--- src/rtl/acq_sequencer_if.sv ---
// acq_sequencer_if
// Command bus from the acquisition sequencer to the channel instruction
// decoder.
//   inst_reg : command code (0 idle, 1 reset, 2 readout, 3 start)
//   cs       : command strobe, high only while inst_reg holds a stable code
//
// Protocol: the sequencer presents a code for one setup cycle with cs low.
// It then raises cs for the pulse width and drops cs for one hold cycle
// before the code changes. The decoder may therefore latch inst_reg on any
// cycle where cs is high. There is no back-pressure; the decoder always
// accepts a command.
interface acq_sequencer_if;
    logic [1:0] inst_reg;
    logic       cs;

    modport master (output inst_reg, output cs);
    modport slave  (input  inst_reg, input  cs);
endinterface

--- src/rtl/acq_sequencer.sv ---
// acq_sequencer
// Sequences one acquisition cycle for the channel instruction decoder. The
// sequence is: reset command, start command, wait for trigger, readout
// command, wait for readout completion. It can optionally re-arm itself for
// a programmed number of events. A trigger timeout and an abort input both
// return the sequencer to IDLE.
//
// Ports
//   clk, rstn      : clock, synchronous active-low reset
//   arm            : start request (IDLE only)
//   abort          : terminate the current acquisition cycle
//   auto_rearm     : re-arm after each readout (sampled at arm)
//   n_events       : events per run when re-arming, 0 = unlimited (sampled at arm)
//   timeout_cyc    : trigger wait limit in cycles, 0 = none (sampled at arm)
//   trig           : trigger, synchronous to clk
//   readout_done   : single-cycle readout completion pulse
//   dec            : command bus to the decoder (inst_reg, cs)
//   busy           : high outside IDLE
//   event_cnt      : completed readouts since last accepted arm, saturating
//   timeout_flag   : sticky trigger-timeout indication, cleared by arm
//   done           : one-cycle pulse on every return to IDLE
//   dbg_state      : current FSM state for observation
//
// All outputs are registered. Each one is computed from the next-state logic
// and captured on the same edge as the state itself.
module acq_sequencer #(
    parameter int PULSE_W = 4,
    parameter int TMO_W   = 16
) (
    input  logic                 clk,
    input  logic                 rstn,
    input  logic                 arm,
    input  logic                 abort,
    input  logic                 auto_rearm,
    input  logic [7:0]           n_events,
    input  logic [TMO_W-1:0]     timeout_cyc,
    input  logic                 trig,
    input  logic                 readout_done,
    acq_sequencer_if.master      dec,
    output logic                 busy,
    output logic [7:0]           event_cnt,
    output logic                 timeout_flag,
    output logic                 done,
    output logic [2:0]           dbg_state
);

    localparam logic [2:0] S_IDLE      = 3'd0;
    localparam logic [2:0] S_CMD_RST   = 3'd1;
    localparam logic [2:0] S_CMD_START = 3'd2;
    localparam logic [2:0] S_WAIT_TRIG = 3'd3;
    localparam logic [2:0] S_CMD_RO    = 3'd4;
    localparam logic [2:0] S_WAIT_RO   = 3'd5;

    // The phase counter runs 0 (setup), 1..PULSE_W (strobe), PULSE_W+1 (hold).
    localparam int            CW      = $clog2(PULSE_W + 2);
    localparam logic [CW-1:0] PH_HOLD = CW'(PULSE_W + 1);

    logic [2:0]       state, state_n;
    logic [CW-1:0]    ph, ph_n;
    logic [TMO_W-1:0] tmo_cnt, tmo_n;
    logic             abort_pend, pend_n;
    logic [7:0]       evt_n, evt_inc;
    logic             tf_n;
    logic             arm_ok;
    logic             auto_q;
    logic [7:0]       n_ev_q;
    logic [TMO_W-1:0] tmo_q;

    assign evt_inc   = (event_cnt == 8'hFF) ? 8'hFF : event_cnt + 8'd1;
    assign dbg_state = state;

    function automatic logic is_cmd(input logic [2:0] s);
        return (s == S_CMD_RST) || (s == S_CMD_START) || (s == S_CMD_RO);
    endfunction

    function automatic logic [1:0] code_of(input logic [2:0] s);
        case (s)
            S_CMD_RST:   return 2'd1;
            S_CMD_RO:    return 2'd2;
            S_CMD_START: return 2'd3;
            default:     return 2'd0;
        endcase
    endfunction

    always_comb begin
        state_n = state;
        ph_n    = ph;
        tmo_n   = tmo_cnt;
        pend_n  = abort_pend;
        evt_n   = event_cnt;
        tf_n    = timeout_flag;
        arm_ok  = 1'b0;

        case (state)
            S_IDLE: begin
                // arm together with abort is refused outright
                if (arm && !abort) begin
                    state_n = S_CMD_RST;
                    ph_n    = '0;
                    evt_n   = 8'd0;
                    tf_n    = 1'b0;
                    arm_ok  = 1'b1;
                end
            end

            S_CMD_RST, S_CMD_START, S_CMD_RO: begin
                if (ph == PH_HOLD) begin
                    ph_n = '0;
                    if (abort_pend || abort) begin
                        state_n = S_IDLE;
                    end else if (state == S_CMD_RST) begin
                        state_n = S_CMD_START;
                    end else if (state == S_CMD_START) begin
                        state_n = S_WAIT_TRIG;
                        tmo_n   = '0;
                    end else begin
                        state_n = S_WAIT_RO;
                    end
                end else begin
                    // An abort never truncates a strobe: remember it until hold.
                    ph_n = ph + 1'b1;
                    if (abort) pend_n = 1'b1;
                end
            end

            S_WAIT_TRIG: begin
                if (abort) begin
                    state_n = S_IDLE;
                end else if (trig) begin
                    // A trigger in the last allowed cycle still wins over timeout.
                    state_n = S_CMD_RO;
                    ph_n    = '0;
                end else if ((tmo_q != '0) && (tmo_cnt == tmo_q - TMO_W'(1))) begin
                    state_n = S_IDLE;
                    tf_n    = 1'b1;
                end else begin
                    tmo_n = tmo_cnt + TMO_W'(1);
                end
            end

            S_WAIT_RO: begin
                if (abort) begin
                    state_n = S_IDLE;
                end else if (readout_done) begin
                    evt_n = evt_inc;
                    if (auto_q && ((n_ev_q == 8'd0) || (evt_inc < n_ev_q))) begin
                        state_n = S_CMD_RST;
                        ph_n    = '0;
                    end else begin
                        state_n = S_IDLE;
                    end
                end
            end

            default: begin
                state_n = S_IDLE;
                ph_n    = '0;
            end
        endcase

        if (state_n == S_IDLE) pend_n = 1'b0;
    end

    always_ff @(posedge clk) begin
        if (!rstn) begin
            state        <= S_IDLE;
            ph           <= '0;
            tmo_cnt      <= '0;
            abort_pend   <= 1'b0;
            auto_q       <= 1'b0;
            n_ev_q       <= 8'd0;
            tmo_q        <= '0;
            event_cnt    <= 8'd0;
            timeout_flag <= 1'b0;
            busy         <= 1'b0;
            done         <= 1'b0;
            dec.inst_reg <= 2'd0;
            dec.cs       <= 1'b0;
        end else begin
            state        <= state_n;
            ph           <= ph_n;
            tmo_cnt      <= tmo_n;
            abort_pend   <= pend_n;
            event_cnt    <= evt_n;
            timeout_flag <= tf_n;
            busy         <= (state_n != S_IDLE);
            done         <= (state != S_IDLE) && (state_n == S_IDLE);
            dec.inst_reg <= code_of(state_n);
            // The strobe is high only strictly inside the setup/hold window,
            // so it never moves on the same edge as inst_reg.
            dec.cs       <= is_cmd(state_n) && (ph_n != '0) && (ph_n != PH_HOLD);
            if (arm_ok) begin
                auto_q <= auto_rearm;
                n_ev_q <= n_events;
                tmo_q  <= timeout_cyc;
            end
        end
    end

endmodule

--- src/flat_wrapper.sv ---
// flat-port wrapper written by rule: the top's interface ports become plain ports
module acq_sequencer_flat 
#(
    parameter int PULSE_W = 4,
    parameter int TMO_W   = 16
)
  (clk, rstn, arm, abort, auto_rearm, n_events, timeout_cyc, trig, readout_done, busy, event_cnt, timeout_flag, done, dbg_state, dec_inst_reg, dec_cs);
  acq_sequencer_if dec_i ();
  input  logic clk;
  input  logic rstn;
  input  logic arm;
  input  logic abort;
  input  logic auto_rearm;
  input  logic [7:0] n_events;
  input  logic [TMO_W-1:0] timeout_cyc;
  input  logic trig;
  input  logic readout_done;
  output logic busy;
  output logic [7:0] event_cnt;
  output logic timeout_flag;
  output logic done;
  output logic [2:0] dbg_state;
  output wire logic [$bits(dec_i.inst_reg)-1:0] dec_inst_reg;
  output wire logic [$bits(dec_i.cs)-1:0] dec_cs;
  assign dec_inst_reg = dec_i.inst_reg;
  assign dec_cs = dec_i.cs;
  acq_sequencer #(.PULSE_W(PULSE_W), .TMO_W(TMO_W)) u_core (.clk(clk), .rstn(rstn), .arm(arm), .abort(abort), .auto_rearm(auto_rearm), .n_events(n_events), .timeout_cyc(timeout_cyc), .trig(trig), .readout_done(readout_done), .dec(dec_i), .busy(busy), .event_cnt(event_cnt), .timeout_flag(timeout_flag), .done(done), .dbg_state(dbg_state));
endmodule
--- config.mk ---
export PLATFORM = sky130hd
export DESIGN_NAME = acq_sequencer_flat
export DESIGN_NICKNAME = d
export VERILOG_FILES = /design/src/rtl/acq_sequencer_if.sv /design/src/rtl/acq_sequencer.sv /design/src/flat_wrapper.sv
export SDC_FILE = /design/constraint.sdc
export NUM_CORES = 1
export LEC_CHECK = 0
export ABC_AREA = 1
export CAP_MARGIN = 20
export CORE_MARGIN = 2
export CORE_UTILIZATION = 50
export DETAILED_ROUTE_END_ITERATION = 8
export GPL_TIMING_DRIVEN = 1
export PLACE_DENSITY = 0.85
export RECOVER_POWER = 100
export SYNTH_ARGS = -nofsm -noshare
export SYNTH_HDL_FRONTEND = slang
export SYNTH_SLANG_ARGS = --single-unit
--- constraint.sdc ---
create_clock -name clk -period 3.95 [get_ports clk]
set_clock_uncertainty 0.05 [all_clocks]
set_input_delay 1.185 -clock clk [delete_from_list [all_inputs] [get_ports clk]]
set_output_delay 1.185 -clock clk [all_outputs]
set_load 0.1 [all_outputs]
==> out/metrics.json, run 1 <==
{
  "fillCellCount": 714,
  "syn-num-nets": 629,
  "die_h_um": 92.1,
  "synthCells": 588,
  "max_slew.worst_pin.slew_ns": 1.17,
  "route.detailed.vias_per_inst": 5.24,
  "clock_tree.buffer_depth": 2,
  "worst_slew_margin_rel_pct": 22.3,
  "synthFlopType": "sky130_fd_sc_hd__dfxtp_1",
  "maxClockFrequency_mhz": 317,
  "worst-endpoint-required_ns": 2.71,
  "grt_first_pass_wirelength_um": 16300,
  "cp_data_arrival_time_ns": 1.92,
  "antenna_violating_nets_post_route": 0,
  "timing.hold.worst.start": "u_core.timeout_flag",
  "dieWidth_um": 92.1,
  "cts_tree": "built",
  "flow.area_growth_from_synthesis_pct": 17.5,
  "grt_start_max_net_pins": 40,
  "post_cts_setup_inserts": 0,
  "critical_path.endpoint_type": "primary output",
  "cts_buffers": 9,
  "synth_area_per_cell_um2": 6.61,
  "critPathBufInv": 1,
  "slew_violations": 0,
  "minimum_clock_period_after_layout_ns": 3.16,
  "yosys_warnings": 0,
  "cell_taking_the_most_area_after_synthesis": "sky130_fd_sc_hd__dfxtp_1",
  "dr_total_vias": 3897,
  "netlist_area_mm2": 0.00388,
  "timing.critical_path.cells": "dlygate4sd3_1",
  "root_buffer": "sky130_fd_sc_hd__clkbuf_8",
  "critical_path.reg2reg.startpoint": "u_core.event_cnt[0]",
  "via_count_of_the_first_global_routing_pass": 3722,
  "drive_gt1_share_pct": 7.96,
  "synth_enable_flop_cells": 0,
  "weighted_congestion_at_the_end_of_routability_driven_global_placement": 0.914,
  "post-dp-hpwl_um": 7000,
  "core_area_mm2": 0.00761,
  "vdd.ir_drop.worst_mv": 0.220,
  "grt_util_all_layers_pct": 23.8,
  "reg_top3": "u_core.tmo_cnt x16, u_core.tmo_q x16",
  "total_drc_errors_in_the_routed_layout": 0,
  "critical-path-top-delay-family": "buffers and inverters",
  "cts.sinks": 62,
  "design.die.area_mm2": 0.00849,
  "timing.critical_path.fanout_max": 1,
  "mostFrequentLayoutCell": "sky130_fd_sc_hd__nand2_1",
  "postSynth.asyncResetShare_pct": 0,
  "drt_first_pass_iters": 5,
  "grt_setup_unrepaired": "false",
  "mostFrequentLayoutCells": "sky130_fd_sc_hd__nand2_1 (137), sky130_fd_sc_hd__nor2_1 (83), sky130_fd_sc_hd__inv_1 (65), sky130_fd_sc_hd__dfxtp_1 (62), sky130_fd_sc_hd__a21oi_1 (46)",
  "buffer_ports.inserted": 47,
  "fp-row-count": 32,
  "power_leakage_nw": 1.91,
  "cpPeakStageDelay_ns": 1.23,
  "floorplan.initialDensity_pct": 51.1,
  "type_of_the_worst_setup_path": "reg -> out",
  "clkSlewWorstSetupHoldPaths_ns": 0.08,
  "worstSetupStartpoint": "u_core.busy",
  "insertedDiodeCount": 0,
  "routedWlPerCell_um": 12.6,
  "highest_delay_cell_along_the_critical_path": "sky130_fd_sc_hd__dlygate4sd3_1",
  "dpl-instance-area_mm2": 0.00441,
  "seq_area_frac_synth_pct": 31.9,
  "power-per-cell-area_mw_per_mm2": 359,
  "cts_resized": 0,
  "drt_wl_total_um": 9360,
  "clock_latency_at_the_later_pin_of_the_worst_skew_pair_ns": 0.36,
  "min-delay-path-class": "reg -> reg",
  "first_iter_violations": 298,
  "worst_setup_start_kind": "register",
  "cts_hold_buf": 0,
  "setup_viol_count_final": 0,
  "post-route-util_pct": 60.0,
  "number_of_endpoints_with_negative_hold_slack_in_the_final_report": 0,
  "final_cell_area_mm2": 0.00457,
  "netlist-cell-type-count": 37,
  "global_route.overflow_total": 0,
  "fin_nets": 677,
  "result_of_the_run": "completed",
  "fin_setup_tns_ns": 0,
  "floorplan.io_pins": 48,
  "synth_top_area_share_pct": 31.9,
  "min_period_over_period_pct": 79.9,
  "antenna_found_initial": 0,
  "ys_ff_latch": 62,
  "netlist_top_cells_area": "sky130_fd_sc_hd__dfxtp_1 (32%), sky130_fd_sc_hd__nand2_1 (13%), sky130_fd_sc_hd__nor2_1 (7.9%)",
  "deepest_level_of_the_cts_h_tree": 3,
  "cap_viol_max_count": 0
}
[cell families (layout without fill, tap and decap cells)]
family | after synthesis | in the layout | synth area share (%)
and+or+nand+nor | 309 | 309 | 35.7
AOI/OAI and AO/OA | 102 | 102 | 14.9
buffers and inverters | 81 | 134 | 8.44
DFF | 62 | 62 | 31.9
xor gates and xnor gates | 24 | 24 | 5.76
adders and majority gates | 10 | 10 | 3.22
[final timing paths]
| kind | endpoint | slack (ns) | cells after the start |
|---|---|---|---|
| max | busy | 0.79 | 1 |
| max reg2reg | u_core.dec.cs | 0.95 | 17 |
| min reg2reg | u_core.timeout_flag | 0.44 | 2 |
| min | u_core.timeout_flag | 0.44 | 2 |
[metal layers]
layer	share of wire [%]	GRT usage (%)	vias up	wire [µm]
met5	0	0	-	0
met4	2.4	10.4	0	226
met3	5.8	5.18	25	539
met2	47	39.6	119	4390
met1	45	29.5	1761	4210
li1	-	-	1992	-
[where the power goes]
group / internal [mW] / total, mW / switching [mW]
sequential: 0.647 / 0.667 / 0.0200
combinational: 0.106 / 0.275 / 0.169
clock: 0.422 / 0.699 / 0.277
total: 1.18 / 1.64 / 0.465
[synthesized netlist by cell type (3+ instances only)]
library cell               count
sky130_fd_sc_hd__nand2_1     135
sky130_fd_sc_hd__nor2_1       82
sky130_fd_sc_hd__inv_1        64
sky130_fd_sc_hd__dfxtp_1      62
sky130_fd_sc_hd__o21ai_0      41
sky130_fd_sc_hd__a21oi_1      40
sky130_fd_sc_hd__nand3_1      34
sky130_fd_sc_hd__xor2_1       17
sky130_fd_sc_hd__nor3_1       14
sky130_fd_sc_hd__nand2_2      12
sky130_fd_sc_hd__clkbuf_1     10
sky130_fd_sc_hd__ha_1         10
sky130_fd_sc_hd__a21oi_2       8
sky130_fd_sc_hd__nand4_1       7
sky130_fd_sc_hd__nor2_4        6
sky130_fd_sc_hd__xnor2_1       6
sky130_fd_sc_hd__nand2_4       4
sky130_fd_sc_hd__nor2_2        4
sky130_fd_sc_hd__nor4_1        4
sky130_fd_sc_hd__inv_2         3
sky130_fd_sc_hd__nand3b_1      3
sky130_fd_sc_hd__o21ai_1       3
[metrics by stage]
stage               std cells  setup slack, ns  power [mW]  hold WS [ns]
global placement          727            0.770       0.948         0.420
CTS                       743            0.847        1.65         0.443
finish                    743            0.794        1.64         0.435
detailed placement        727            0.702       0.957         0.424
global route              743            0.543        1.72         0.470
floorplan                 588            0.746       0.880         0.399
[final cells by class]
class	instances	area [µm²]	share of cell area, %
Multi-Input combinational cell	445	2280	49.8
Sequential cell	62	1240	27.2
Timing Repair Buffer	50	422	9.24
Inverter	68	255	5.59
Tap cell	102	128	2.80
Clock buffer	9	124	2.71
Clock inverter	7	120	2.63
No activity file was read; power rests on OpenSTA's default activity.
==> inputs of run 2 (changes only) <==
--- a/config.mk
+++ b/config.mk
@@ -11,7 +11,7 @@
 export CORE_UTILIZATION = 50
 export DETAILED_ROUTE_END_ITERATION = 8
 export GPL_TIMING_DRIVEN = 1
-export PLACE_DENSITY = 0.85
+export PLACE_DENSITY = 0.88
 export RECOVER_POWER = 100
 export SYNTH_ARGS = -nofsm -noshare
 export SYNTH_HDL_FRONTEND = slang
==> constraint.sdc (replaced) <==
create_clock -name clk -period 2.7 [get_ports clk]
set_clock_uncertainty 0.05 [all_clocks]
set_input_delay 0.81 -clock clk [delete_from_list [all_inputs] [get_ports clk]]
set_output_delay 0.81 -clock clk [all_outputs]
set_load 0.1 [all_outputs]
==> out/metrics.json, run 2 (same netlist as run 1, synthesis figures left out) <==
{
  "result_of_the_run": "completed",
  "clock_latency_at_the_later_pin_of_the_worst_skew_pair": {"value": 0.35, "unit": "ns", "change": "about the same"},
  "grt_util_all_layers": {"value": 24.8, "unit": "%", "change": "+1.0 points"},
  "worst_r2r_endpoint": "u_core.dec.cs",
  "minimum_clock_period_after_layout_ns": 2.55,
  "antenna_found_initial": {"value": 0, "change": "unchanged"},
  "worst_hold_slack": {"value": 0.434, "unit": "ns", "change": "-0.00115 ns"},
  "route.detailed.vias_per_inst": {"value": 5.33, "change": "+1.5%"},
  "floorplan.io_pins": {"value": 48, "change": "unchanged"},
  "dr_total_vias": {"value": 3989, "change": "+2.4%"},
  "timing.hold.worst.start": "u_core.event_cnt[3]",
  "power-per-cell-area": {"value": 463, "unit": "mW/mm²", "change": "+29%"},
  "cp_data_arrival_time": {"value": 2.80, "unit": "ns", "change": "+0.88 ns"},
  "post-route-util": {"value": 62.3, "unit": "%", "change": "+2.3 points"},
  "dieWidth": {"value": 92.1, "unit": "µm", "change": "unchanged"},
  "worstSetupStartpoint": "u_core.event_cnt[0]",
  "cts.sinks": {"value": 62, "change": "unchanged"},
  "root_buffer": "sky130_fd_sc_hd__clkbuf_8",
  "maxClockFrequency_mhz": 392,
  "vdd.ir_drop.worst": {"value": 0.270, "unit": "mV", "change": "+23%"},
  "total_drc_errors_in_the_routed_layout": {"value": 0, "change": "unchanged"},
  "design.die.area": {"value": 0.00849, "unit": "mm²", "change": "unchanged"},
  "first_iter_violations": {"value": 172, "change": "-42%"},
  "mostFrequentLayoutCell": "sky130_fd_sc_hd__nand2_1",
  "cts_buffers": {"value": 9, "change": "unchanged"},
  "r2r_cells": {"value": 19, "change": "+2"},
  "worst_hold_path.num_cells": {"value": 2, "change": "unchanged"},
  "cts_tree": "built",
  "reg_top3": "u_core.tmo_cnt x16, u_core.tmo_q x16",
  "floorplan.initialDensity": {"value": 51.1, "unit": "%", "change": "unchanged"},
  "dpl-instance-area": {"value": 0.00445, "unit": "mm²", "change": "+0.97%"},
  "power_leakage": {"value": 2.02, "unit": "nW", "change": "+6.1%"},
  "max_slew.worst_pin.slew": {"value": 1.16, "unit": "ns", "change": "-0.00831 ns"},
  "final_cell_area": {"value": 0.00474, "unit": "mm²", "change": "+3.8%"},
  "post-dp-hpwl": {"value": 7600, "unit": "µm", "change": "+8.6%"},
  "number_of_endpoints_with_negative_hold_slack_in_the_final_report": {"value": 0, "change": "unchanged"},
  "grt_start_max_net_pins": {"value": 41, "change": "+2.5%"},
  "min_period_over_period_pct": 94.5,
  "weighted_congestion_at_the_end_of_routability_driven_global_placement": {"value": 0.918, "change": "+0.43%"},
  "clkSlewWorstSetupHoldPaths": {"value": 0.07, "unit": "ns", "change": "about the same"},
  "min-delay-path-class": "reg -> reg",
  "drt_wl_total": {"value": 10200, "unit": "µm", "change": "+8.6%"},
  "deepest_level_of_the_cts_h_tree": {"value": 3, "change": "unchanged"},
  "grt_first_pass_wirelength": {"value": 17100, "unit": "µm", "change": "+5.1%"},
  "mostFrequentLayoutCells": "sky130_fd_sc_hd__nand2_1 (129), sky130_fd_sc_hd__nor2_1 (80), sky130_fd_sc_hd__inv_1 (64), sky130_fd_sc_hd__dfxtp_1 (54)",
  "clock_tree.buffer_depth": {"value": 2, "change": "unchanged"},
  "cts_hold_buf": {"value": 0, "change": "unchanged"},
  "worst_setup_start_kind": "register",
  "worst_slew_margin_rel": {"value": 22.9, "unit": "%", "change": "+0.55 points"},
  "holdPathEnd": "u_core.event_cnt[3]",
  "fp-row-count": {"value": 32, "change": "unchanged"},
  "antenna_violating_nets_post_route": {"value": 0, "change": "unchanged"},
  "buffer_ports.inserted": {"value": 47, "change": "unchanged"},
  "insertedDiodeCount": {"value": 0, "change": "unchanged"},
  "die_h": {"value": 92.1, "unit": "µm", "change": "unchanged"},
  "critical_path.endpoint_type": "register",
  "core_area": {"value": 0.00761, "unit": "mm²", "change": "unchanged"},
  "worst-r2r-setup-slack": {"value": 0.15, "unit": "ns", "change": "-0.80 ns"},
  "drive_gt1_share": {"value": 16.7, "unit": "%", "change": "+8.7 points"},
  "fin_nets": {"value": 683, "change": "+0.89%"},
  "critical_path.reg2reg.startpoint": "u_core.event_cnt[0]",
  "setup_viol_count_final": {"value": 0, "change": "unchanged"},
  "global_route.overflow_total": {"value": 0, "change": "unchanged"},
  "timing.critical_path.fanout_max": {"value": 6, "change": "+5"},
  "drt_first_pass_iters": {"value": 4, "change": "-1"},
  "routedWlPerCell": {"value": 13.6, "unit": "µm", "change": "+7.8%"},
  "via_count_of_the_first_global_routing_pass": {"value": 4019, "change": "+8.0%"},
  "worst-endpoint-required": {"value": 2.95, "unit": "ns", "change": "+0.24 ns"},
  "cap_viol_max_count": {"value": 0, "change": "unchanged"},
  "type_of_the_worst_setup_path": "reg -> reg",
  "flow.area_growth_from_synthesis_pct": 22.0,
  "slew_violations": {"value": 0, "change": "unchanged"}
}
[run 2: cell types whose count changed in the layout (fill, tap and decap cells not counted), moves of 4 or more]
cell | before | now
sky130_fd_sc_hd__buf_4 | 2 | 11
sky130_fd_sc_hd__dfxtp_1 | 62 | 54
sky130_fd_sc_hd__clkbuf_1 | 11 | 4
sky130_fd_sc_hd__nand2_2 | 11 | 16
sky130_fd_sc_hd__dfxtp_2 | 0 | 5
sky130_fd_sc_hd__nand2_1 | 137 | 129
sky130_fd_sc_hd__o21ai_1 | 1 | 5
sky130_fd_sc_hd__a21oi_1 | 46 | 37
sky130_fd_sc_hd__clkbuf_2 | 1 | 11
sky130_fd_sc_hd__a21oi_2 | 2 | 11
sky130_fd_sc_hd__dlygate4sd3_1 | 8 | 0
sky130_fd_sc_hd__o21ai_0 | 43 | 37
[run 2: worst max-delay path by stage]
stage                               to  slack [ns]  cells past startpoint
floorplan                u_core.dec.cs        0.02                     16
global placement     u_core.tmo_cnt[5]        0.06                     11
detailed placement  u_core.tmo_cnt[14]       -0.05                     10
CTS                      u_core.dec.cs       0.008                     19
global route             u_core.dec.cs       -0.07                     19
finish                   u_core.dec.cs        0.15                     19
[run 2: where the power goes]
| group | internal (mW) | switching (mW) | leakage (nW) |
|---|---|---|---|
| logic | 0.163 | 0.256 | 1.41 |
| clock network | 0.424 | 0.379 | 0.100 |
| registers | 0.944 | 0.0287 | 0.510 |
[run 2: what timing repair did]
item | in CTS | in global routing
setup buffers | 0 | 2
pin swaps | 0 | 11
resized for setup | 3 | 29
setup endpoints to repair | 1 | 9
cloned | 0 | 0
endpoints found under the hold margin | 0 | 0
[run 2: final cells by class]
| class | instances | area, µm² |
|---|---|---|
| clock buffer | 10 | 128 |
| clock inverter | 6 | 62.6 |
| fill | 688 | 2870 |
| inverter | 68 | 255 |
| multi-input combinational | 445 | 2440 |
| sequential | 62 | 1260 |
| tap | 102 | 128 |
| timing repair buffer | 56 | 469 |
[run 2: through the flow]
stage / instances / setup slack, ns / total power, mW / setup TNS (ns)
6_report: 749 / 0.148 / 2.19 / 0
5_1_grt: 749 / -0.0740 / 2.30 / -0.108
4_1_cts: 747 / 0.00803 / 2.20 / 0
3_5_place_dp: 731 / -0.0504 / 1.40 / -0.291
3_3_place_gp: 731 / 0.0617 / 1.39 / 0
2_1_floorplan: 588 / 0.0203 / 1.29 / 0
[run 2: metal layers]
layer	wire [µm]	track usage, %	vias to the layer above
li1	-	-	2005
met1	4240	28.5	1816
met2	5170	45.1	143
met3	520	3.94	25
met4	242	11.1	0
met5	0	0	-
[run 2: critical path: stages, from the launching register on]
cell	delay, ns
sky130_fd_sc_hd__dfxtp_4	0.40
sky130_fd_sc_hd__ha_4	0.16
sky130_fd_sc_hd__nand2_4	0.07
sky130_fd_sc_hd__nor3_4	0.18
sky130_fd_sc_hd__o21ai_0	0.14
sky130_fd_sc_hd__o21ai_1	0.14
sky130_fd_sc_hd__ha_1	0.28
sky130_fd_sc_hd__nand2_2	0.08
sky130_fd_sc_hd__nor2_1	0.06
sky130_fd_sc_hd__a211oi_2	0.13
sky130_fd_sc_hd__nand2_1	0.08
sky130_fd_sc_hd__nand2_2	0.11
sky130_fd_sc_hd__nand3_1	0.10
sky130_fd_sc_hd__nand2_2	0.14
sky130_fd_sc_hd__inv_1	0.05
sky130_fd_sc_hd__nand2_1	0.05
sky130_fd_sc_hd__nand3_1	0.08
sky130_fd_sc_hd__nand2_1	0.07
sky130_fd_sc_hd__inv_1	0.04
sky130_fd_sc_hd__nor2_1	0.08
